File: src/rtl/hazard_fwd_if.sv
// Pipeline-side bundle for hazard_fwd_unit: ID sources, downstream producers, and the unit's
// stall/flush/forwarding outputs. The pipeline uses the master modport; the unit uses slave.
interface hazard_fwd_if #(
    parameter int REG_ADDR_W = 5,
    parameter int DATA_W     = 32,
    parameter int CNT_W      = 16
);
    logic                  id_valid;
    logic [REG_ADDR_W-1:0] id_src1;
    logic [REG_ADDR_W-1:0] id_src2;
    logic                  id_src2_used;
    logic [REG_ADDR_W-1:0] exe_dest;
    logic                  exe_wb_en;
    logic                  exe_mem_r_en;
    logic [REG_ADDR_W-1:0] mem_dest;
    logic                  mem_wb_en;
    logic [REG_ADDR_W-1:0] wb_dest;
    logic                  wb_wb_en;
    logic [DATA_W-1:0]     wb_value;
    logic                  exe_br_taken;
    logic                  cnt_clr;
    logic                  stall;
    logic                  id_bubble;
    logic                  if_flush;
    logic [1:0]            fwd_a;
    logic [1:0]            fwd_b;
    logic [DATA_W-1:0]     wb_hold;
    logic [CNT_W-1:0]      stall_cnt;
    logic [CNT_W-1:0]      flush_cnt;

    modport master (
        output id_valid, id_src1, id_src2, id_src2_used,
        output exe_dest, exe_wb_en, exe_mem_r_en, mem_dest, mem_wb_en,
        output wb_dest, wb_wb_en, wb_value, exe_br_taken, cnt_clr,
        input  stall, id_bubble, if_flush, fwd_a, fwd_b, wb_hold, stall_cnt, flush_cnt
    );

    modport slave (
        input  id_valid, id_src1, id_src2, id_src2_used,
        input  exe_dest, exe_wb_en, exe_mem_r_en, mem_dest, mem_wb_en,
        input  wb_dest, wb_wb_en, wb_value, exe_br_taken, cnt_clr,
        output stall, id_bubble, if_flush, fwd_a, fwd_b, wb_hold, stall_cnt, flush_cnt
    );
endinterface

File: src/rtl/hazard_fwd_unit.sv
// RAW hazard detection, EXE forwarding selects, load-use stall, branch squash and perf counters.
// FORWARDING_EN: when defined, bypass paths are live; otherwise every RAW match stalls.
module hazard_fwd_src #(
    parameter int REG_ADDR_W = 5
) (
    input  logic [REG_ADDR_W-1:0] src,
    input  logic                  used,
    input  logic                  id_valid,
    input  logic [REG_ADDR_W-1:0] exe_dest,
    input  logic                  exe_wb_en,
    input  logic [REG_ADDR_W-1:0] mem_dest,
    input  logic                  mem_wb_en,
    input  logic [REG_ADDR_W-1:0] wb_dest,
    input  logic                  wb_wb_en,
    output logic                  hit_exe,
    output logic [1:0]            code
);
    logic live, hit_mem, hit_wb;

    // r0 reads never depend on a producer
    assign live    = id_valid && used && (src != '0);
    assign hit_exe = live && exe_wb_en && (exe_dest == src);
    assign hit_mem = live && mem_wb_en && (mem_dest == src);
    assign hit_wb  = live && wb_wb_en  && (wb_dest  == src);

    always_comb begin
        code = 2'd0;
        if (hit_exe)      code = 2'd1;
        else if (hit_mem) code = 2'd2;
        else if (hit_wb)  code = 2'd3;
    end
endmodule

module hazard_fwd_unit #(
    parameter int REG_ADDR_W = 5,
    parameter int DATA_W     = 32,
    parameter int CNT_W      = 16
) (
    input logic        clk,
    input logic        rst,
    hazard_fwd_if.slave bus
);
    localparam logic [CNT_W-1:0] CNT_MAX = '1;

    logic [1:0][REG_ADDR_W-1:0] src;
    logic [1:0]                 used;
    logic [1:0]                 hit_exe;
    logic [1:0][1:0]            code;
    logic                       hazard, stall_c, bubble_c;
    logic [CNT_W-1:0]           stall_cnt, flush_cnt;

    assign src  = {bus.id_src2, bus.id_src1};
    assign used = {bus.id_src2_used, 1'b1};

    for (genvar g = 0; g < 2; g++) begin : g_src
        hazard_fwd_src #(.REG_ADDR_W(REG_ADDR_W)) u_src (
            .src      (src[g]),
            .used     (used[g]),
            .id_valid (bus.id_valid),
            .exe_dest (bus.exe_dest),
            .exe_wb_en(bus.exe_wb_en),
            .mem_dest (bus.mem_dest),
            .mem_wb_en(bus.mem_wb_en),
            .wb_dest  (bus.wb_dest),
            .wb_wb_en (bus.wb_wb_en),
            .hit_exe  (hit_exe[g]),
            .code     (code[g])
        );
    end

`ifdef FORWARDING_EN
    logic [1:0]        fwd_a_q, fwd_b_q;
    logic [DATA_W-1:0] wb_hold_q;

    // only a load in EXE has no value to bypass yet
    assign hazard = (|hit_exe) && bus.exe_mem_r_en;

    always_ff @(posedge clk) begin
        if (rst || bubble_c || !bus.id_valid) begin
            fwd_a_q <= 2'd0;
            fwd_b_q <= 2'd0;
        end else begin
            fwd_a_q <= code[0];
            fwd_b_q <= code[1];
        end
    end

    always_ff @(posedge clk) begin
        if (rst)               wb_hold_q <= '0;
        else if (bus.wb_wb_en) wb_hold_q <= bus.wb_value;
    end

    assign bus.fwd_a   = fwd_a_q;
    assign bus.fwd_b   = fwd_b_q;
    assign bus.wb_hold = wb_hold_q;
`else
    wire unused_nofwd = ^{bus.wb_value, bus.exe_mem_r_en, hit_exe};

    assign hazard      = (code[0] != 2'd0) || (code[1] != 2'd0);
    assign bus.fwd_a   = 2'd0;
    assign bus.fwd_b   = 2'd0;
    assign bus.wb_hold = '0;
`endif

    // a taken branch squashes the stalled instruction, so it must not freeze
    assign stall_c       = hazard && !bus.exe_br_taken;
    assign bubble_c      = hazard || bus.exe_br_taken;
    assign bus.stall     = stall_c;
    assign bus.id_bubble = bubble_c;
    assign bus.if_flush  = bus.exe_br_taken;

    always_ff @(posedge clk) begin
        if (rst || bus.cnt_clr)                   stall_cnt <= '0;
        else if (stall_c && stall_cnt != CNT_MAX) stall_cnt <= stall_cnt + CNT_W'(1);
    end

    always_ff @(posedge clk) begin
        if (rst || bus.cnt_clr)                            flush_cnt <= '0;
        else if (bus.exe_br_taken && flush_cnt != CNT_MAX) flush_cnt <= flush_cnt + CNT_W'(1);
    end

    assign bus.stall_cnt = stall_cnt;
    assign bus.flush_cnt = flush_cnt;
endmodule

File: src/flat_wrapper.sv
// flat-port wrapper written by rule: the top's interface ports become plain ports
module hazard_fwd_unit_flat 
#(
    parameter int REG_ADDR_W = 5,
    parameter int DATA_W     = 32,
    parameter int CNT_W      = 16
)
  (clk, rst, bus_id_valid, bus_id_src1, bus_id_src2, bus_id_src2_used, bus_exe_dest, bus_exe_wb_en, bus_exe_mem_r_en, bus_mem_dest, bus_mem_wb_en, bus_wb_dest, bus_wb_wb_en, bus_wb_value, bus_exe_br_taken, bus_cnt_clr, bus_stall, bus_id_bubble, bus_if_flush, bus_fwd_a, bus_fwd_b, bus_wb_hold, bus_stall_cnt, bus_flush_cnt);
  hazard_fwd_if #(.REG_ADDR_W(REG_ADDR_W), .DATA_W(DATA_W), .CNT_W(CNT_W)) bus_i ();
  input logic clk;
  input logic rst;
  input wire logic [$bits(bus_i.id_valid)-1:0] bus_id_valid;
  input wire logic [$bits(bus_i.id_src1)-1:0] bus_id_src1;
  input wire logic [$bits(bus_i.id_src2)-1:0] bus_id_src2;
  input wire logic [$bits(bus_i.id_src2_used)-1:0] bus_id_src2_used;
  input wire logic [$bits(bus_i.exe_dest)-1:0] bus_exe_dest;
  input wire logic [$bits(bus_i.exe_wb_en)-1:0] bus_exe_wb_en;
  input wire logic [$bits(bus_i.exe_mem_r_en)-1:0] bus_exe_mem_r_en;
  input wire logic [$bits(bus_i.mem_dest)-1:0] bus_mem_dest;
  input wire logic [$bits(bus_i.mem_wb_en)-1:0] bus_mem_wb_en;
  input wire logic [$bits(bus_i.wb_dest)-1:0] bus_wb_dest;
  input wire logic [$bits(bus_i.wb_wb_en)-1:0] bus_wb_wb_en;
  input wire logic [$bits(bus_i.wb_value)-1:0] bus_wb_value;
  input wire logic [$bits(bus_i.exe_br_taken)-1:0] bus_exe_br_taken;
  input wire logic [$bits(bus_i.cnt_clr)-1:0] bus_cnt_clr;
  output wire logic [$bits(bus_i.stall)-1:0] bus_stall;
  output wire logic [$bits(bus_i.id_bubble)-1:0] bus_id_bubble;
  output wire logic [$bits(bus_i.if_flush)-1:0] bus_if_flush;
  output wire logic [$bits(bus_i.fwd_a)-1:0] bus_fwd_a;
  output wire logic [$bits(bus_i.fwd_b)-1:0] bus_fwd_b;
  output wire logic [$bits(bus_i.wb_hold)-1:0] bus_wb_hold;
  output wire logic [$bits(bus_i.stall_cnt)-1:0] bus_stall_cnt;
  output wire logic [$bits(bus_i.flush_cnt)-1:0] bus_flush_cnt;
  assign bus_i.id_valid = bus_id_valid;
  assign bus_i.id_src1 = bus_id_src1;
  assign bus_i.id_src2 = bus_id_src2;
  assign bus_i.id_src2_used = bus_id_src2_used;
  assign bus_i.exe_dest = bus_exe_dest;
  assign bus_i.exe_wb_en = bus_exe_wb_en;
  assign bus_i.exe_mem_r_en = bus_exe_mem_r_en;
  assign bus_i.mem_dest = bus_mem_dest;
  assign bus_i.mem_wb_en = bus_mem_wb_en;
  assign bus_i.wb_dest = bus_wb_dest;
  assign bus_i.wb_wb_en = bus_wb_wb_en;
  assign bus_i.wb_value = bus_wb_value;
  assign bus_i.exe_br_taken = bus_exe_br_taken;
  assign bus_i.cnt_clr = bus_cnt_clr;
  assign bus_stall = bus_i.stall;
  assign bus_id_bubble = bus_i.id_bubble;
  assign bus_if_flush = bus_i.if_flush;
  assign bus_fwd_a = bus_i.fwd_a;
  assign bus_fwd_b = bus_i.fwd_b;
  assign bus_wb_hold = bus_i.wb_hold;
  assign bus_stall_cnt = bus_i.stall_cnt;
  assign bus_flush_cnt = bus_i.flush_cnt;
  hazard_fwd_unit #(.REG_ADDR_W(REG_ADDR_W), .DATA_W(DATA_W), .CNT_W(CNT_W)) u_core (.clk(clk), .rst(rst), .bus(bus_i));
endmodule
File: config.mk
export PLATFORM = sky130hd
export DESIGN_NAME = hazard_fwd_unit_flat
export DESIGN_NICKNAME = d
export VERILOG_FILES = /design/src/rtl/hazard_fwd_if.sv /design/src/rtl/hazard_fwd_unit.sv /design/src/flat_wrapper.sv
export SDC_FILE = /design/constraint.sdc
export NUM_CORES = 1
export LEC_CHECK = 0
export BUFFER_PORTS_ARGS = -buffer_cell sky130_fd_sc_hd__buf_2
export CAP_MARGIN = 0
export CORE_MARGIN = 5
export CORE_UTILIZATION = 40
export DETAILED_ROUTE_END_ITERATION = 8
export PLACE_DENSITY = 0.88
export SYNTH_ARGS = -nofsm -noshare
export SYNTH_HDL_FRONTEND = slang
export SYNTH_SLANG_ARGS = --single-unit
File: constraint.sdc
create_clock -name clk -period 2.6 [get_ports clk]
set_input_delay 0 -clock clk [delete_from_list [all_inputs] [get_ports clk]]
set_output_delay 0 -clock clk [all_outputs]
set_load 0.005 [all_outputs]
==> reports/metrics.csv <==
stage;metric;value;unit
setup_path;CP Data Required Time;2.75;ns
global_route;largest net degree at the start of global routing;29;
floorplanning;die height;84.28;µm
pwr;Tot Pwr;0.001045;W
clocking;CTS resizes;0;
run_status;status;finished clean;
setup_path;crit-path max FO;15;
pwr;P_sw;0.0002624;W
floorplanning;row cnt;27;
setup_path;slowest stage delay, CP;0.50;ns
synth;area leader, netlist;dfxtp_1;
setup_path;CP endpoint kind;flip-flop;
placed_design;PortBufs;68;
floorplanning;Initial Util;0.4058;
finish;most common cell after layout, fill and taps aside;buf_2;
synth;Synth Warn #;0;
clocking;latest clock arrival within the worst-skew pair;0.28;ns
route;TritonRoute pass-1 iters;4;
worst_hold_path;hold crit path type;in2reg;
route;WL per Instance;13.55;µm
finish;fin nets;409;
setup_path;Critical-path top delay cell;a21oi_2;
route;via count;2085;
placed_design;Final HPWL DP;4243;µm
finish;non-filler cells, final;412;
global_route;GR Overflow Total;0;
synth;Seq/Total Area, Yosys;0.2902;
sta;Worst slew margin;0.5003;
sta;Tmin final;2.252;ns
synth;EDFF count, synth;0;
setup_path;critical path class;reg2reg;
synth;synthesized area per cell;8.175;µm²
clocking;Reg clk slew, reported paths;0.07;ns
route;initial drt markers;76;
global_route;vias in the first global route;1988;
finish;area delta synth->final;17.18;%
sta;RSZ-0062 raised after global routing;false;
global_route;first-pass GRT wire length;9163;µm
synth;post-synthesis cell type count;41;
placed_design;placed insts;405;
synth;fraction of registers with async set/reset;0;
floorplanning;Floorplan Core Area;0.005439;mm²
clocking;CTS H-tree depth;2;
clocking;clk sink count;32;
floorplanning;io pins;138;
pwr;sequential share of power;0.472;
synth;Mapped Area;0.002207;mm²
finish;most frequent cells in the layout;68 x buf_2, 36 x conb_1, 32 x dfxtp_1;
synth;top area cells in the synthesized netlist;dfxtp_1 29%, buf_4 13%, xor2_1 9.9%;
pwr;Switching Share;0.2512;
sta;final clock skew;0.006180;ns
floorplanning;die width;84.28;µm
pwr;VDD IR max;0.3983;mV
sta;setup total negative slack;0;ns
sta;final hold vios;0;
pwr;internal power;0.0007822;W
finish;antenna fix cells;0;
pwr;Clk pwr share;0.395;
sta;Worst Tran Pin Value;0.7468;ns
placed_design;GP Congestion;0.9099;
sta;Fmax achieved;444.0;MHz
clocking;Num CTS Buffers;5;
setup_path;Startpoint Class;flip-flop;
route;Remaining DRCs;0;
clocking;Root Buffer;clkbuf_8;
synth;Synth Flop Type;dfxtp_1;
pwr;LEAKAGE;1.157;nW
synth;top cell type's share of synthesized area;0.2902;
route;Routed WL;5584;µm
sta;final slew viol count;0;
setup_path;Worst EP arrival;2.40;ns
flow_run;max_cap viols;0;
setup_path;crit-path cells;and3_4 > and4_4 > and3_1 > a31o_2 > a21oi_2 > buf_4 > xnor2_1 > nor2_1;
clocking;# Post-CTS Setup Buffers;0;
clocking;Post-CTS Hold Fix Bufs;0;
route;Antenna Violating Nets Remaining;0;
synth;synthesis-stage register bit count;32;
finish;layout cells sized above 1;0.2735;
floorplanning;Total Die Area;0.007103;mm²
global_route;Total GRT Usage;0.1538;
clocking;CTS max path bufs;2;
sta;final setup violation count;0;
pwr;combinational power share;0.133;
global_route;antenna violations before repair;0;
clocking;TritonCTS clock tree;built;
sta;Final Cycle Share;0.8663;
synth;Post-Syn Instances;270;
pwr;power per cell area;403.9;mW/mm²
route;Via density;5.061;
power groups by stage:
stage / clock network, W / registers (W) / logic, W
2_1_floorplan: 0 / 0.000504 / 0.000115
6_report: 0.000412 / 0.000493 / 0.000139
5_1_grt: 0.000445 / 0.000493 / 0.000153
3_3_place_gp: 0 / 0.000504 / 0.000135
3_5_place_dp: 0 / 0.000504 / 0.000137
4_1_cts: 0.000423 / 0.000493 / 0.000137
through the flow:
stage	setup slack [ns]	hold WS (ns)	util	cell area (µm²)
floorplan	0.5446	0.02765	-	2338
global placement	0.4172	0.2998	0.4578	2490
detailed placement	0.3705	0.2969	0.4578	2490
CTS	0.3540	0.02473	0.4755	2586
global route	0.2374	0.05413	0.4755	2586
finish	0.3476	0.03667	0.4755	2586
worst paths after layout:
check                                from                       end  slack [ns]  cells past startpoint
setup reg to reg  u_core.bus.stall_cnt[4]   u_core.bus.stall_cnt[0]        0.35                      8
hold / removal                        rst  u_core.bus.stall_cnt[11]        0.04                      3
setup / recovery  u_core.bus.stall_cnt[4]   u_core.bus.stall_cnt[0]        0.35                      8
hold reg to reg   u_core.bus.stall_cnt[6]   u_core.bus.stall_cnt[6]        0.48                      2
cell type report:
type,instances,area (µm²)
multi-input combinational,226,1381
tap,72,90.09
timing repair buffer,71,362.8
inverter,4,15.01
sequential,32,640.6
fill,547,2853
clock buffer,7,96.34
logic make-up after synthesis:
kind of cell	after synthesis	synth area share
compound gates	37	0.1139
flops	32	0.2902
other cells	1	0.001699
simple gates	105	0.2540
buf+inv	47	0.1434
fa+ha+maj	2	0.01134
mux	5	0.02268
xor+xnor	41	0.1627
synthesized netlist by cell type (all sizes together), types with 3 or more instances:
library cell  number
a21oi             13
a31o               6
a31oi              3
and3               5
and4               3
buf               40
clkbuf             3
dfxtp             32
inv                4
mux2i              5
nand2             22
nand3             13
nand4              7
nor2              25
nor3               5
nor4               6
o21ai              6
or3                7
or4                5
xnor2             16
xor2              25
metal layers:
| layer | global-route usage | share of wire |
|---|---|---|
| met5 | 0 | 0 |
| met4 | 0.06871 | 0.022 |
| met3 | 0.05594 | 0.11 |
| met2 | 0.2590 | 0.47 |
| met1 | 0.1737 | 0.40 |
sequential cells by signal, summed over array words and instances (netlist names):
signal and count:
u_core.bus.stall_cnt 16, u_core.bus.flush_cnt 16
critical path: cells and delay by family (launching register included):
kind	cells	cell delay, ns
compound gates	2	0.74
simple gates	4	0.67
flops	1	0.36
buf+inv	1	0.24
xor+xnor	1	0.12
No activity file was read; power rests on OpenSTA's default activity.
